`config.mk`:
```
export PLATFORM = sky130hd
export DESIGN_NAME = core_fetch
export DESIGN_NICKNAME = d
export VERILOG_FILES = /design/src/rtl/core_fetch.sv
export SDC_FILE = /design/constraint.sdc
export NUM_CORES = 1
export LEC_CHECK = 0
export CAP_MARGIN = 20
export CORE_AREA = 2 2 142 179
export CTS_BUF_LIST = sky130_fd_sc_hd__clkbuf_4
export CTS_CLUSTER_SIZE = 8
export DETAILED_ROUTE_END_ITERATION = 8
export DIE_AREA = 0 0 144 181
export DONT_BUFFER_PORTS = 1
export PLACE_DENSITY = 0.55
export SLEW_MARGIN = 20
export SYNTH_ARGS = -nofsm -noshare
export SYNTH_HDL_FRONTEND = slang
export SYNTH_SLANG_ARGS = --single-unit
```
`constraint.sdc`:
```
create_clock -name clk -period 4.38 [get_ports clk]
set_input_delay 0.438 -clock clk [delete_from_list [all_inputs] [get_ports clk]]
set_output_delay 0.438 -clock clk [all_outputs]
set_load 0.05 [all_outputs]
```
`src/rtl/core_fetch.sv`:
```
// Instruction-fetch stage: owns the PC, issues single-outstanding word requests, 2-entry queue to decode.
// Optional JAL predecode redirect is enabled by defining CORE_FETCH_JAL_PREDECODE_EN.
module core_fetch #(
  parameter logic [31:0] RESET_PC = 32'h0000_0000,
  parameter int          QDEPTH   = 2
) (
  input  logic        clk,
  input  logic        rst,
  output logic        o_ibus_req,
  output logic [31:0] o_ibus_addr,
  input  logic        i_ibus_gnt,
  input  logic        i_ibus_rvalid,
  input  logic [31:0] i_ibus_rdata,
  input  logic        i_branch_jalr,
  input  logic [31:0] i_branch_jalr_target,
  output logic        o_valid,
  input  logic        i_ready,
  output logic [31:0] o_instr,
  output logic [31:0] o_pc
);

  if (QDEPTH != 2) begin : g_qdepth_check
    $error("core_fetch supports QDEPTH == 2 only");
  end

  typedef enum logic [1:0] {IDLE, REQ, WAIT} state_t;

  state_t      state;
  logic [31:0] pc;
  logic [31:0] req_pc;
  logic        stale;
  logic [1:0]  count;
  logic [31:0] q_pc    [2];
  logic [31:0] q_instr [2];

  logic [31:0] redirect_pc;
  logic [31:0] pc_next;
  logic [1:0]  count_next;
  logic        push;
  logic        pop;
  logic        wr_hi;

  assign redirect_pc = i_branch_jalr_target & ~32'd1;
  // A response is kept only if it belongs to the current path and no redirect lands on the same edge.
  assign push        = (state == WAIT) && i_ibus_rvalid && !stale && !i_branch_jalr;
  assign pop         = o_valid && i_ready;
  assign wr_hi       = pop ? (count == 2'd2) : (count == 2'd1);
  assign count_next  = i_branch_jalr ? 2'd0 : (count + 2'(push) - 2'(pop));

`ifdef CORE_FETCH_JAL_PREDECODE_EN
  logic        is_jal;
  logic [31:0] jal_target;
  assign is_jal     = (i_ibus_rdata[6:0] == 7'b1101111);
  assign jal_target = req_pc + {{12{i_ibus_rdata[31]}}, i_ibus_rdata[19:12],
                                i_ibus_rdata[20], i_ibus_rdata[30:21], 1'b0};
`endif

  // NOTE: every always_comb output gets a default first so no path leaves it unassigned (no latch).
  always_comb begin
    pc_next = pc;
    if (state == REQ && i_ibus_gnt && !stale) pc_next = pc + 32'd4;
`ifdef CORE_FETCH_JAL_PREDECODE_EN
    if (push && is_jal) pc_next = jal_target;
`endif
    if (i_branch_jalr) pc_next = redirect_pc;
  end

  assign o_valid = (count != 2'd0);
  assign o_instr = q_instr[0];
  assign o_pc    = q_pc[0];

  // NOTE: state uses non-blocking assignments so every flop samples pre-edge values.
  always_ff @(posedge clk) begin
    if (rst) begin
      state       <= IDLE;
      pc          <= RESET_PC;
      req_pc      <= 32'd0;
      stale       <= 1'b0;
      count       <= 2'd0;
      o_ibus_req  <= 1'b0;
      o_ibus_addr <= 32'd0;
      // NOTE: queue storage is only two words and is reset so o_instr/o_pc read 0 out of reset.
      for (int i = 0; i < 2; i++) begin
        q_pc[i]    <= 32'd0;
        q_instr[i] <= 32'd0;
      end
    end else begin
      pc    <= pc_next;
      count <= count_next;

      if (pop) begin
        q_pc[0]    <= q_pc[1];
        q_instr[0] <= q_instr[1];
      end
      if (push) begin
        if (wr_hi) begin
          q_pc[1]    <= req_pc;
          q_instr[1] <= i_ibus_rdata;
        end else begin
          q_pc[0]    <= req_pc;
          q_instr[0] <= i_ibus_rdata;
        end
      end

      case (state)
        IDLE: begin
          if (count_next < 2'd2) begin
            state       <= REQ;
            o_ibus_req  <= 1'b1;
            o_ibus_addr <= {pc_next[31:2], 2'b00};
          end
        end
        REQ: begin
          // A redirect before or at the grant turns the in-flight request into wrong-path data.
          if (i_branch_jalr) stale <= 1'b1;
          if (i_ibus_gnt) begin
            state      <= WAIT;
            o_ibus_req <= 1'b0;
            req_pc     <= pc;
          end
        end
        WAIT: begin
          if (i_ibus_rvalid) begin
            stale <= 1'b0;
            if (count_next < 2'd2) begin
              state       <= REQ;
              o_ibus_req  <= 1'b1;
              o_ibus_addr <= {pc_next[31:2], 2'b00};
            end else begin
              state <= IDLE;
            end
          end else if (i_branch_jalr) begin
            stale <= 1'b1;
          end
        end
        default: state <= IDLE;
      endcase
    end
  end

  always_ff @(posedge clk) begin
    if (!rst) assert (!(push && count == 2'd2 && !pop)) else $error("core_fetch queue overflow");
  end

endmodule
```
Yosys cells after proc, flatten, opt, wreduce, memory -nomap -nowiden --
Memories as Yosys holds them, arrays and structs flattened. Index checks and enable logic that the tools add are counted.
Storage, ports and cells: memories 2, bits in registers 102, RAM bits 128, input bits 70, output and inout port bits 98, word-level logic and storage cells 85
Cells by class: reductions and logical operators 19, mux-type cells 38, order comparisons 1, $add $sub $neg 3, equal/unequal tests 7, bitwise operators 6
Memories:
- q_instr | depth 2, width 32, rd ports 2, clocked after memory_dff 0, wr ports 2, RTL line 34 | logic [31:0] q_instr [2];
- q_pc | depth 2, width 32, rd ports 2, clocked after memory_dff 0, wr ports 2, RTL line 33 | logic [31:0] q_pc [2];
Operators with widths (count):
- 2-to-1 mux 32 bit | 10
- one-hot mux 32 bit (2 select lines) | 1
- adder 32 x 3 -> 32 bit, second input constant | 1
- 2-to-1 mux 1 bit | 20
- 2-to-1 mux 2 bit | 4
- nonzero test 2 bit | 4
- logical AND 1 bit | 6
- != test 2 bit, second input constant | 3
- OR 1 bit | 6
- one-hot mux 2 bit (3 select lines) | 1
- AND reduction 3 bit | 2
- equality test 2 x 1 -> 1 bit, second input constant | 2
- equality test 2 bit, second input constant | 2
- AND reduction 2 bit | 2
- one-hot mux 1 bit (3 select lines) | 1
- nonzero test 3 bit | 1
- adder 2 x 1 -> 2 bit | 1
- zero test 1 bit | 2
- zero test 2 bit | 1
- < comparator 2 bit, second input constant | 1
- one-hot mux 1 bit (2 select lines) | 1
- OR reduction 2 bit | 1
- subtractor 2 x 1 -> 2 bit | 1

Logic depth before layout (Yosys ltp) --
depth after elaboration 11, depth in mapped cells 13, depth with buffers taken out 11

Worst setup path after synthesis --
No wires, ideal clock.
kind register to register, start register state[0], end memory q_instr[0][0], enable pin, library setup time 0.423 ns, cell stages (with the launch flop) 7, required time 3.957 ns, slack 1.038 ns, path buffers 1, data arrival time 2.918 ns, period minus slack after synthesis 3.342 ns, path through dfxtp_1 -> inv_1 -> ha_1 -> nand4bb_1 -> nor3_2 -> clkbuf_1 -> or3_1
RTL lines:
- from (decl) | RTL line 28 | state_t state;
- from (signal assigned) | RTL line 75 | state <= IDLE;
- from (signal assigned) | RTL line 108 | state <= REQ;
- from (signal assigned) | RTL line 117 | state <= WAIT;
- to (decl) | RTL line 34

Worst setup path in the final report --
start register state[0], end register o_ibus_addr[18]
Between the ends: cells in the longest elaborated chain, start to end 11, elaborated cells between the ends (all ways) 20, classes of those cells add/sub: 2; order compare: 1; eq/ne: 3; mux: 6; reduce/logical: 8
RTL lines:
- equality test 2 bit | RTL line 45, 105
- logical AND 1 bit (3 in a row) | RTL line 45 | assign push = (state == WAIT) && i_ibus_rvalid && !stale && !i_branch_jalr;
- adder 2 x 1 -> 2 bit | RTL line 48 | assign count_next = i_branch_jalr ? 2'd0 : (count + 2'(push) - 2'(pop));
- subtractor 2 x 1 -> 2 bit | RTL line 48
- 2-to-1 mux 2 bit | RTL line 48
- < comparator 2 bit | RTL line 107, 125
- 2-to-1 mux 32 bit | RTL line 107, 125
- 2-to-1 mux 32 bit | RTL line 123 | if (i_ibus_rvalid) begin
- one-hot mux 32 bit (2 select lines) | RTL line 105 | case (state)
- to (signal assigned) | RTL line 110 | o_ibus_addr <= {pc_next[31:2], 2'b00};
- to (signal assigned) | RTL line 128 | o_ibus_addr <= {pc_next[31:2], 2'b00};
- to (decl) | RTL line 10 | output logic [31:0] o_ibus_addr,
Parallel ways exist; a longest one is shown, timed or not. The select of a mux whose other input is x is not followed. A chain may end at the register's enable or synchronous reset.

==> impl.org <==
** Global routing
- Entering global routing, the biggest net connects 127 pins.
- Number of antenna violations at the first check in global routing :: 2
- Via count of the first global-routing pass :: between 6k and 7k
- Global routing consumed, over all layers together, 17.0% of the routing resources.
- Wire length of the first global-routing pass :: 35.7 mm
- Remaining Overflow, GRT :: 0

** Clocking
- Clock-pin slew was measured on the worst setup and hold paths at 0.07 ns.
- The H-tree was split into 2 levels.
- Post-CTS repair timing setup buffer count :: 0
- Root cell of the clock tree :: sky130_fd_sc_hd__clkbuf_4
- The number of clock buffers added by TritonCTS is 57.
- Clock Latency Late Sink :: between 0.6 and 0.7 ns
- Gates resized during post-CTS repair numbered 0.
- Largest buffer count on any clock path :: 3
- Clock tree synthesis found a total of 224 sinks.
- CTS tree :: yes

** Place
- Cell area after placement :: 9860 µm²
- The congestion estimate from routability-driven global placement came to ~0.77.
- Once detailed placement completed, the half-perimeter wirelength came to roughly 13 mm.
- Port buffering added 0 buffers.

** Drt
- Detailed-route wire length per cell :: between 15 and 20 µm
- Residual DRC :: 0
- After detailed routing, the number of vias per cell comes to 4.96.
- Number of nets still failing antenna checks after routing :: 0
- The pre-antenna-repair detailed-routing pass consisted of 5 iterations.
- DRC violation total after the first TritonRoute iteration :: 300
- Total length of routed wires :: 21.9 mm
- Vias after detailed routing :: 6840

** Logic synthesis
- After technology mapping, the gate count stands at between 900 and 1k.
- Ranked by instance count, the synthesized netlist is headed by 209 x sky130_fd_sc_hd__nand2_1, 126 x sky130_fd_sc_hd__edfxtp_1, 98 x sky130_fd_sc_hd__dfxtp_1, 74 x sky130_fd_sc_hd__o21ai_0, 72 x sky130_fd_sc_hd__and2_1.
- Most instantiated flip-flop cell in the synthesis netlist :: sky130_fd_sc_hd__edfxtp_1
- After synthesis the netlist holds a flip-flop and latch count of 224.
- Avg Inst Size Synth :: 10.1 µm²
- Unique cell type count in the Yosys netlist :: 60
- Synth warn :: 0
- Yosys top cell by area :: sky130_fd_sc_hd__edfxtp_1
- Share of flip-flops with an asynchronous set or reset after synthesis :: 0%
- Area of the mapped netlist :: roughly 9600 µm²
- sky130_fd_sc_hd__nand2_1 is the most common cell in the netlist.
- Leading cell types by total area after synthesis :: sky130_fd_sc_hd__edfxtp_1 39%, sky130_fd_sc_hd__dfxtp_1 20%, sky130_fd_sc_hd__nand2_1 8.2%
- After synthesis, the largest area contributor takes up 39.3% of total cell area.
- The share of the Yosys chip area taken by registers is 59.7%.
- The synthesized design contains between 100 and 150 enable-type register cells.

** Pwr
- Leakage :: 3.97 nW
- The worst-case IR drop observed on VDD is 272 µV.
- P per Cell Area :: roughly 480 nW/µm²

** STA
- Of the available clock period, the critical path in the final layout requires 67.6%.
- Final critical path time including I/O delays and setup :: 2.96 ns
- Maximum operating frequency :: 338 MHz
- Worst clock skew :: between 0.03 and 0.04 ns
- Worst-case headroom to the max-slew limit :: 43.1%
- Hold timing on the final database bottoms out at a slack of 0.0780 ns.
- Measured slew at the worst slew-check pin :: 0.854 ns
- Setup TNS :: 0 ns
- The final count of hold timing violations is 0.
- Setup repair after global routing missed its margin :: false
- Setup violations remaining at the end of the flow were counted as 0.
- The number of max-slew violations in the final report was 0.

** Die
- For this configuration, the core starts out at a cell density of between 30% and 40%.
- The floorplan step defined a die boundary enclosing 26100 µm².
- Row cnt :: 64
- Die X :: roughly 140 µm
- Total I/O pin count :: 168
- Floorplan core area :: 24300 µm²
- In this run the vertical extent of the chip is 181 µm.

** Min path
- Hold crit path type :: in2reg
- Worst Hold Path Cells :: 2
- Hold path start :: i_branch_jalr
- Worst hold path endpoint :: pc[25]

** Setup path
- For the worst setup path, the data required time is between 4 and 5 ns.
- Element type at the critical path start :: flip-flop
- Critical path type :: reg2reg
- The worst register-to-register path has a depth of 12.
- In this design, the critical path's most frequently occurring cell is sky130_fd_sc_hd__ha_1.
- Kind of capture point of the worst setup path :: flip-flop
- Crit-path cells :: inv_1 > ha_1 > nand4bb_1 > ha_1 > inv_1 > ha_1 > xnor3_1 > nor2_1 > a21o_1 > buf_4 > and3_1 > a31o_2
- Worst-path maximum fanout :: 42
- Slowest Stage Delay on Critical Path :: between 0.3 and 0.4 ns
- The endpoint identified for the worst register-to-register timing path is o_ibus_addr[18].
- The slowest stage of the critical path belongs to the cell sky130_fd_sc_hd__dfxtp_1.
- In this run the critical register-to-register path is launched from state[0].
- For the worst setup path, the data arrival time is 3.50 ns.
- Setup slack on the worst flop-to-flop path :: 1.42 ns

** Run status
- Result of the run :: complete, no violations

** Layout
- Summing all non-filler instances in the final layout gives an area of 11100 µm².
- Final layout net count :: 1088
- Cells with a size suffix above 1 make up 11.6% of the layout.
- Relative to the synthesized area, the layout overhead comes to 15.7%.
- After filler insertion, the fill cell instance count of the layout stands at 2368.

** Job
- The tool flagged a number of max-cap violations equal to 0.
## routing by layer
metal | up-vias | GRT usage [%] | part of all wire [%]
met5 | - | 0 | 0
met4 | 0 | 5.88 | 2.3
met3 | 44 | 4.69 | 6.1
met2 | 217 | 27.1 | 47
met1 | 3098 | 22.2 | 45
li1 | 3481 | - | -
## worst max-delay path by stage
stage,from,endpoint,slack [ns],depth (start not counted)
detailed placement,state[0],o_ibus_addr[27],1.47,12
floorplan,state[0],q_instr[0][0],1.04,6
CTS,state[0],o_ibus_addr[18],1.42,12
finish,state[0],o_ibus_addr[18],1.42,12
global placement,state[0],o_ibus_addr[18],1.50,12
global route,state[0],o_ibus_addr[24],1.12,12
## critical path, delay by kind of cell (launching register included)
kind / cells / cell delay [ns]
flops: 1 / 0.38
compound gates: 2 / 0.36
simple gates: 3 / 0.62
buf+inv: 3 / 0.39
xor+xnor: 1 / 0.26
fa+ha+maj: 3 / 0.78
## power breakdown
group | total, mW | internal, mW | switching (mW)
clock | 1.68 | 0.860 | 0.817
combinational | 0.654 | 0.232 | 0.422
sequential | 3.02 | 2.42 | 0.593
total | 5.35 | 3.52 | 1.83
## sequential cells by signal (all words and copies together), names as in the netlist
name / count
stale: 1
q_pc: 62
count: 2
pc: 31
state: 2
o_ibus_req: 1
o_ibus_addr: 30
req_pc: 31
q_instr: 64
## per-stage QoR
step	util [%]	total power, mW	std cells	setup WS (ns)
3_5_place_dp	40.6	3.66	1225	1.47
4_1_cts	45.9	5.44	1378	1.42
3_3_place_gp	40.6	3.65	1225	1.50
6_report	45.9	5.35	1380	1.42
2_1_floorplan	-	3.48	952	1.04
5_1_grt	45.9	5.66	1380	1.12
## cell type report
class	count	area, µm²	area share, %
clock inverters	14	55.1	0.494
multi-input cells	648	3590	32.2
diodes	2	5.00	0.0449
clock buffers	83	623	5.59
inverters	14	52.6	0.472
flip-flops and latches	224	5750	51.6
well taps	330	413	3.71
repair buffers	65	659	5.92
## cell families (layout without fill, tap and decap cells)
| logic type | count (synthesis) | count (layout) | share of synthesized area, % |
|---|---|---|---|
| AOI/OAI and AO/OA | 171 | 171 | 10.8 |
| xor gates and xnor gates | 11 | 11 | 1.14 |
| adders and majority gates | 8 | 8 | 1.04 |
| buffers and inverters | 80 | 176 | 3.34 |
| DFF | 224 | 224 | 59.7 |
| muxes | 12 | 12 | 1.33 |
| other | 1 | 5 | 0.0390 |
| and+or+nand+nor | 443 | 443 | 22.6 |
## placed cells by master, fill, tap and decap left out, drive strengths merged, types with 19 or more instances in the layout
| cell type | Yosys | routed |
|---|---|---|
| nand2 | 209 | 209 |
| edfxtp | 126 | 126 |
| dfxtp | 98 | 98 |
| clkbuf | 54 | 83 |
| o21ai | 74 | 74 |
| and2 | 73 | 73 |
| dlygate4sd3 | 0 | 54 |
| a21oi | 44 | 44 |
| nor3 | 29 | 29 |
| nand3 | 28 | 28 |
| nor2 | 24 | 24 |
| nor2b | 19 | 19 |
## timing repair
item,4_1_cts,5_1_grt
hold endpoints to repair,154,0
hold buffers,56,0
setup endpoints to repair,0,0
Power figures use the tool's default switching activity.
